### src/rtl/rst_seq.sv
// Power-on / re-arm reset sequencer: waits out a power-on delay and clock lock,
// then asserts all unmasked channels together and releases them one by one.
module rst_seq #(
    parameter int NUM_CH    = 4,
    parameter int POR_DELAY = 28,
    parameter int PULSE_LEN = 4,
    parameter int STAGGER   = 8
) (
    input  logic              clk,
    input  logic              reset,
    input  logic              pll_locked,
    input  logic              rst_req,
    input  logic [NUM_CH-1:0] ch_mask,
    output logic [NUM_CH-1:0] rst_out,
    output logic              busy,
    output logic              done
);

    localparam int CNT_W    = $clog2(POR_DELAY + PULSE_LEN + (NUM_CH - 1) * STAGGER + 1);
    localparam int LAST_REL = PULSE_LEN + (NUM_CH - 1) * STAGGER - 1;

    typedef enum logic [1:0] {
        S_POR,
        S_WAIT_LOCK,
        S_ASSERT,
        S_DONE
    } state_t;

    // Initialisers match the reset values so the sequence runs straight out of
    // FPGA configuration; state is left as a named signal for checkers to probe.
    state_t            state  = S_POR;
    logic [CNT_W-1:0]  cnt    = '0;
    logic [NUM_CH-1:0] rst_q  = '0;
    logic              busy_q = 1'b1;
    logic              done_q = 1'b0;

    logic [NUM_CH-1:0] rel_hit;

    // rel_hit[i] marks the edge on which channel i drops out of assertion.
    always_comb begin
        rel_hit = '0;
        for (int i = 0; i < NUM_CH; i++) begin
            rel_hit[i] = (cnt == CNT_W'(PULSE_LEN + i * STAGGER - 1));
        end
    end

    always_ff @(posedge clk) begin
        if (reset) begin
            state  <= S_POR;
            cnt    <= '0;
            rst_q  <= '0;
            busy_q <= 1'b1;
            done_q <= 1'b0;
        end else begin
            case (state)
                S_POR: begin
                    rst_q <= rst_q & ~ch_mask;
                    if (cnt == CNT_W'(POR_DELAY - 1)) begin
                        if (pll_locked) begin
                            state  <= S_ASSERT;
                            cnt    <= '0;
                            rst_q  <= ~ch_mask;
                            busy_q <= 1'b1;
                            done_q <= 1'b0;
                        end else begin
                            state <= S_WAIT_LOCK;
                            cnt   <= cnt + 1'b1;
                        end
                    end else begin
                        cnt <= cnt + 1'b1;
                    end
                end

                S_WAIT_LOCK: begin
                    if (pll_locked) begin
                        state  <= S_ASSERT;
                        cnt    <= '0;
                        rst_q  <= ~ch_mask;
                        busy_q <= 1'b1;
                        done_q <= 1'b0;
                    end else begin
                        rst_q <= rst_q & ~ch_mask;
                    end
                end

                S_ASSERT: begin
                    // Lock loss outranks a simultaneous software request.
                    if (!pll_locked) begin
                        state  <= S_WAIT_LOCK;
                        rst_q  <= ~ch_mask;
                        busy_q <= 1'b1;
                        done_q <= 1'b0;
                    end else if (rst_req) begin
                        cnt    <= '0;
                        rst_q  <= ~ch_mask;
                        busy_q <= 1'b1;
                        done_q <= 1'b0;
                    end else begin
                        cnt   <= cnt + 1'b1;
                        rst_q <= rst_q & ~rel_hit & ~ch_mask;
                        if (cnt == CNT_W'(LAST_REL)) begin
                            state  <= S_DONE;
                            busy_q <= 1'b0;
                            done_q <= 1'b1;
                        end
                    end
                end

                S_DONE: begin
                    if (!pll_locked) begin
                        state  <= S_WAIT_LOCK;
                        rst_q  <= ~ch_mask;
                        busy_q <= 1'b1;
                        done_q <= 1'b0;
                    end else if (rst_req) begin
                        state  <= S_ASSERT;
                        cnt    <= '0;
                        rst_q  <= ~ch_mask;
                        busy_q <= 1'b1;
                        done_q <= 1'b0;
                    end else begin
                        rst_q <= '0;
                    end
                end

                default: begin
                    state  <= S_POR;
                    cnt    <= '0;
                    rst_q  <= '0;
                    busy_q <= 1'b1;
                    done_q <= 1'b0;
                end
            endcase
        end
    end

    assign rst_out = rst_q;
    assign busy    = busy_q;
    assign done    = done_q;

endmodule

### config.mk
export PLATFORM = sky130hd
export DESIGN_NAME = rst_seq
export DESIGN_NICKNAME = d
export VERILOG_FILES = /design/src/rtl/rst_seq.sv
export SDC_FILE = /design/constraint.sdc
export NUM_CORES = 1
export LEC_CHECK = 0
export CAP_MARGIN = 10
export CORE_MARGIN = 8
export CORE_UTILIZATION = 40
export CTS_CLUSTER_SIZE = 12
export DETAILED_ROUTE_END_ITERATION = 16
export HOLD_SLACK_MARGIN = 0.06
export PLACE_DENSITY = 0.77
export SYNTH_ARGS = -nofsm -noshare
export SYNTH_HDL_FRONTEND = slang
export SYNTH_SLANG_ARGS = --single-unit
### constraint.sdc
create_clock -name clk -period 1.9 [get_ports clk]
set_input_delay 0.38 -clock clk [delete_from_list [all_inputs] [get_ports clk]]
set_output_delay 0.38 -clock clk [all_outputs]
set_load 0.05 [all_outputs]
==> metrics.yaml <==
status: "finished clean"
die_area_sq_um: 4020
dr_total_vias: 937
synth_seq_cells: 14
start_util_pct: 41.4
rsz0062_at_grt: "no"
drt_iter0_drc: 24
critPathMaxStageDelay_ns: 0.81
maxCapViolCount: 0
finalWeightedCongestion: 0.887
root_buffer: "clkbuf_4"
worstSkewPairLatency_ns: 0.28
crit_required_ns: 1.52
portBuffers: 13
crit_slowest_cell: "clkdlybuf4s50_1"
dp_hpwl_um: 1740
fin_cells: 165
grt_pass1_wl_um: 3750
route.detailed.drc: 0
cts_hold_buf: 0
cts_tree: "done"
path_class: "register to output port"
grt_pass1_vias: 856
fin_util_pct: 54.7
setup_viol_count_final: 0
multi_input_area_sq_um: 579
crit_buf_inv: 1
max-slew-margin-rel_pct: 67.0
synth_top_area_cell: "dfxtp_1"
syn_to_final_growth_pct: 32.2
yosysTopAreaCellShare_pct: 31.2
h-tree-depth: 1
avgSynthCellArea_sq_um: 8.09
syn_nets: 125
maxSlewViolCount: 0
post_cts_buffers: 0
min-delay-start: "rst_out[3]"
ant_nets: 0
critPathLaunchType: "register"
ir_drop_mv: 0.494
worst_pin_slew_ns: 0.488
ios: 14
cts_buffers: 3
fin_crit_sh_pct: 95.2
netlist_area_sq_um: 898
netlist_instances: 111
crit_path_cell_trace: "clkdlybuf4s50_1"
crit_family: "buffers and inverters"
dp.cells: 162
antenna_found_initial: 0
clkSlewWorstSetupHoldPaths_ns: 0.08
drive_above_1_share_pct: 19.0
ys_seq_area_share_pct: 31.2
wirelength_um: 2230
startpoint: "rst_out[1]"
cts_buffer_depth: 2
yosys-top-cells-area: "dfxtp_1 (31%), ha_1 (8.4%), a21oi_1 (5.0%)"
yosysWarnings: 0
hold_viol_final: 0
wl_per_cell_um: 13.5
via_per_inst: 5.68
overflow: 0
antenna_cells: 0
cts.sinks: 14
seqCellArea_sq_um: 285
coreArea_sq_um: 2170
fin_nets: 153
r2r_start: "state[1]"
power.density_nw_per_um2: 885
finalPower_mw: 1.05
clock_skew_ns: 0.00117
p_leak_nw: 0.433
cts_resized: 0
max_freq_mhz: 553
grt_max_degree: 13
layout_min_cycle_time_ns: 1.81
rows: 17
arrival_ns: 1.43
hp-class: "register to register"
chipWidth_um: 63.4
fillerInstances: 215
synth_cell_types: 40
cp_max_fo: 2
first_pass_iters: 4
grt_usage_pct: 11.3
crit_path_end_kind: "output port"
die_y_um: 63.4
==> cell usage in the layout, fill, tap and decap left out, types with 2 or more instances in the layout <==
cell type,count
buf_4,14
clkdlybuf4s50_1,13
dfxtp_1,12
nor2_1,10
a21oi_1,9
inv_1,8
nand2_1,6
o21ai_0,6
ha_1,6
nand3_1,4
nor2b_1,3
a31oi_1,3
xnor2_1,3
clkbuf_4,3
a311oi_1,2
nor3_1,2
o31ai_1,2
o221a_2,2
a31o_2,2
==> cells in the mapped netlist <==
library cell  count
dfxtp_1          14
nor2_1           11
a21oi_1           9
inv_1             8
o21ai_0           7
ha_1              6
nand2_1           6
nand3_1           4
a31oi_1           3
clkbuf_1          3
nor2b_1           3
nor3_1            3
xnor2_1           3
a311oi_1          2
a31o_2            2
o221a_2           2
o31ai_1           2
a2111oi_0         1
a211oi_1          1
a21boi_0          1
a311o_1           1
and3_1            1
and3b_1           1
buf_2             1
mux2i_1           1
nand2b_1          1
nand3b_1          1
nand4_1           1
nand4bb_1         1
nor3b_1           1
nor4_1            1
nor4b_1           1
nor4bb_1          1
o21ba_2           1
o221ai_1          1
o22a_1            1
o311ai_0          1
or2_1             1
or3b_1            1
or4_1             1
==> layer usage <==
layer	up-vias	share of wire (%)	GRT usage, %
li1	465	-	-
met1	438	47	12.8
met2	29	46	18.4
met3	5	5.6	5.12
met4	0	1.0	3.34
met5	-	0	0
==> registers in the layout, indices dropped and copies added (netlist names) <==
signal and flops:
busy 1, cnt 6, done 1, rst_out 4, state 2
==> path summary, 6_finish.rpt <==
check / depth (start not counted) / slack (ns) / to
setup / recovery: 1 / 0.09 / rst_out[1]
hold / removal: 2 / 0.48 / rst_out[3]
setup reg to reg: 6 / 0.11 / cnt[5]
hold reg to reg: 2 / 0.48 / rst_out[3]
==> per-stage QoR <==
step                cell area (sq um)  setup slack [ns]  TNS [ns]  hold slack, ns
floorplan                         898            0.0379         0           0.454
global placement                 1150           -0.0764    -0.110           0.448
detailed placement               1150            -0.124    -0.317           0.470
CTS                              1170            0.0136         0           0.481
global route                     1190            0.0108         0           0.502
finish                           1190            0.0906         0           0.475
==> power breakdown <==
group	switching, mW	leakage [nW]	total [mW]	internal, mW
combinational	0.272	0.304	0.514	0.241
clock	0.0939	0.0138	0.168	0.0736
sequential	0.0359	0.115	0.369	0.333
==> cell type report <==
class | instances | share of cell area [%]
Tap cell | 28 | 2.95
Timing Repair Buffer | 27 | 19.8
Clock buffer | 3 | 1.90
Sequential cell | 14 | 24.0
Inverter | 8 | 2.53
Multi-Input combinational cell | 85 | 48.8
==> kinds of logic (layout without fill, tap and decap cells) <==
| kind of cell | count (synthesis) | count (layout) | synth area share, % |
|---|---|---|---|
| simple gates | 40 | 40 | 24.4 |
| compound gates | 35 | 35 | 26.9 |
| flops | 14 | 14 | 31.2 |
| buf+inv | 12 | 38 | 5.15 |
| fa+ha+maj | 6 | 6 | 8.36 |
| xor+xnor | 3 | 3 | 2.93 |
| mux | 1 | 1 | 1.11 |
(Power assumes the default switching activity.)
==> RTL edit, RTL diff (same settings) <==
`POR_DELAY`: 28 -> 56.
--- a/src/rtl/rst_seq.sv
+++ b/src/rtl/rst_seq.sv
@@ -2,7 +2,7 @@
 // then asserts all unmasked channels together and releases them one by one.
 module rst_seq #(
     parameter int NUM_CH    = 4,
-    parameter int POR_DELAY = 28,
+    parameter int POR_DELAY = 56,
     parameter int PULSE_LEN = 4,
     parameter int STAGGER   = 8
 ) (
Behaviour: same outputs for any inputs over 10 cycles, from zero or initial values and one cycle with reset high; that may be too few to reach the edited logic, so the function may still have changed.
==> RTL edit against the unedited design <==
  * Routed wire length is 18% higher
  * Sequential share of layout area decreased by 1.6 points
  * Via count up 11%
  * Worst setup slack worse by 0.022 ns
  * Clock skew rose by 0.0095 ns
  * Hold slack worse by 0.0089 ns
  * Cell area rose by 13%
  * Sequential cell count is 1 higher
  * Area after synthesis rose by 18%
  * Final cell count increased by 6.7%
  * Count of clock-buffer cells in the layout rose by 1
Power is not compared: it rests on default switching activity, and its combinational part moved more than twofold at a synthesized area within 25%.
==> RTL edit: results (changes against the unedited design) <==
Min path
  – WHS Path Cells: 2 (unchanged)
  – Min-delay worst type: reg -> reg

Synthesis
  – Post-synth top flop: dfxtp_1
  – Post-synthesis adder-cell area fraction: 8.24% (-0.11 points)
  – Synth Area in Compound Gates: 32.4% (+5.5 points)
  – Proportion of synthesized area in mux cells: 1.06% (-0.054 points)
  – Seq/Total Area, Yosys: 28.3% (-2.9 points)
  – Fraction of synthesis flops using an asynchronous set or reset pin: 0% (unchanged)
  – Post-synth top cells: dfxtp_1, nor2_1, ha_1, nand2_1, nand2b_1
  – Top cells by area, synth: dfxtp_1, ha_1, nand2b_1
  – Xor and xnor area share after synthesis: 0% (-2.9 points)
  – YS warnings: 0 (unchanged)
  – Unique masters post-synth: 47 (+18%)
  – Mapped Nets: 135 (+8.0%)

CTS
  – Max clock buf depth: 2 (unchanged)
  – Worst skew pair latency: 0.29 ns
  – Clock transition at path regs: 0.08 ns (about the same)
  – CTS H-Tree Depth: 1 (unchanged)
  – CTS buffer count: 3 (unchanged)

Global route
  – Met2 Track Usage GR: 21.4% (+3.0 points)
  – First-pass GRT wire length: 4610 um (+23%)
  – Gr usage total: 12.9% (+1.7 points)
  – GRT met1 Usage: 14.9% (+2.1 points)
  – Largest net degree at the start of global routing: 12 (-1)
  – Met3 GRT Util: 5.13% (+0.0088 points)
  – Antenna violations before repair: 0 (unchanged)

Detailed routing
  – Highest routed layer: met4
  – Met2 wire len: 1230 um (+20%)
  – Routed WL: 2630 um (+18%)
  – Vias: 1036 (+11%)
  – DR iter-0 viols: 52 (+120%)
  – DR WL met3: 170 um (+35%)
  – Wire length on met1: 1210 um (+14%)
  – First drt pass iteration count: 4 (unchanged)

STA
  – Clock Skews: 0.0106 ns (+0.00947 ns)
  – Fmax: 546 MHz (-1.2%)
  – Normalized max-slew margin: 66.4% (-0.62 points)
  – Smallest hold slack: 0.466 ns (-0.00893 ns)

Placed design
  – Pre-CTS setup slack: -0.179 ns (-0.0552 ns)
  – DPL Wire Length: 1990 um (+14%)
  – GP Congestion: 0.936 (+5.6%)
  – Input/output buffers: 13 (unchanged)

Layout
  – Max reg flops: 7 (+1)
  – Biggest register: cnt
  – # nets final: 162 (+5.9%)
  – Fraction of layout cells with a size suffix above 1: 15.1% (-3.9 points)
  – # diodes: 0 (unchanged)

Pwr
  – Leakage power: 0.501 nW

Worst setup path
  – Reg2reg setup slack: 0.11 ns (about the same)
  – Crit path max-delay family: buffers and inverters
  – Crit-path max cell delay: 0.82 ns
  – Crit Path Max Fanout: 2 (unchanged)
  – CP max-delay cell: clkdlybuf4s50_1
  – Arrival @ worst endpoint: 1.45 ns (+0.02 ns)

Outcome
  – Status: finished, final reports clean

Run
  – Max-cap violations: 0 (unchanged)
==> RTL edit: worst register-to-register path, cell delays in order (launching register included) <==
cell and delay [ns]:
dfxtp_1 0.37, inv_1 0.10, ha_1 0.30, or2_1 0.28, or3_1 0.33, o221ai_1 0.20
a211oi_1 0.10
==> RTL edit: cell type report <==
class                           instances  area, um2
Timing Repair Buffer                   27        238
Clock buffer                            4       26.3
Inverter                                5       18.8
Tap cell                               30       37.5
Multi-Input combinational cell         95        723
Sequential cell                        15        302
Fill cell                             238       1150
==> RTL edit: through the flow <==
step | instance area (um2) | std cells | power, W | TNS, ns
after floorplan | 1060 | 120 | 0.000369 | 0
after global placement | 1320 | 172 | 0.000400 | -0.214
after detailed placement | 1320 | 172 | 0.000402 | -0.970
after CTS | 1340 | 176 | 0.000595 | 0
after global routing | 1350 | 176 | 0.000609 | 0
final | 1350 | 176 | 0.000584 | 0
==> RTL edit: path summary, 6_finish.rpt <==
path | startpoint | endpoint
worst max-delay path | rst_out[0]$_SDFF_PP0_ | rst_out[0]
worst min-delay path | rst_out[2]$_SDFF_PP0_ | rst_out[2]$_SDFF_PP0_
worst max register to register | state[0]$_SDFFE_PP0P_ | rst_out[0]$_SDFF_PP0_
worst min register to register | rst_out[2]$_SDFF_PP0_ | rst_out[2]$_SDFF_PP0_
==> RTL edit: power by group <==
group	internal, W	switching [W]	leakage (nW)	total (W)
Combinational	0.0000386	0.0000303	0.365	0.0000689
Sequential	0.000319	0.00000723	0.122	0.000327
Clock	0.0000817	0.000106	0.0150	0.000188
Total	0.000440	0.000144	0.501	0.000584
==> RTL edit: what timing repair did <==
action                                  in CTS  in global routing
endpoints found under the setup margin       0                  3
hold buffers                                 0                  0
gates resized for setup                      0                  2
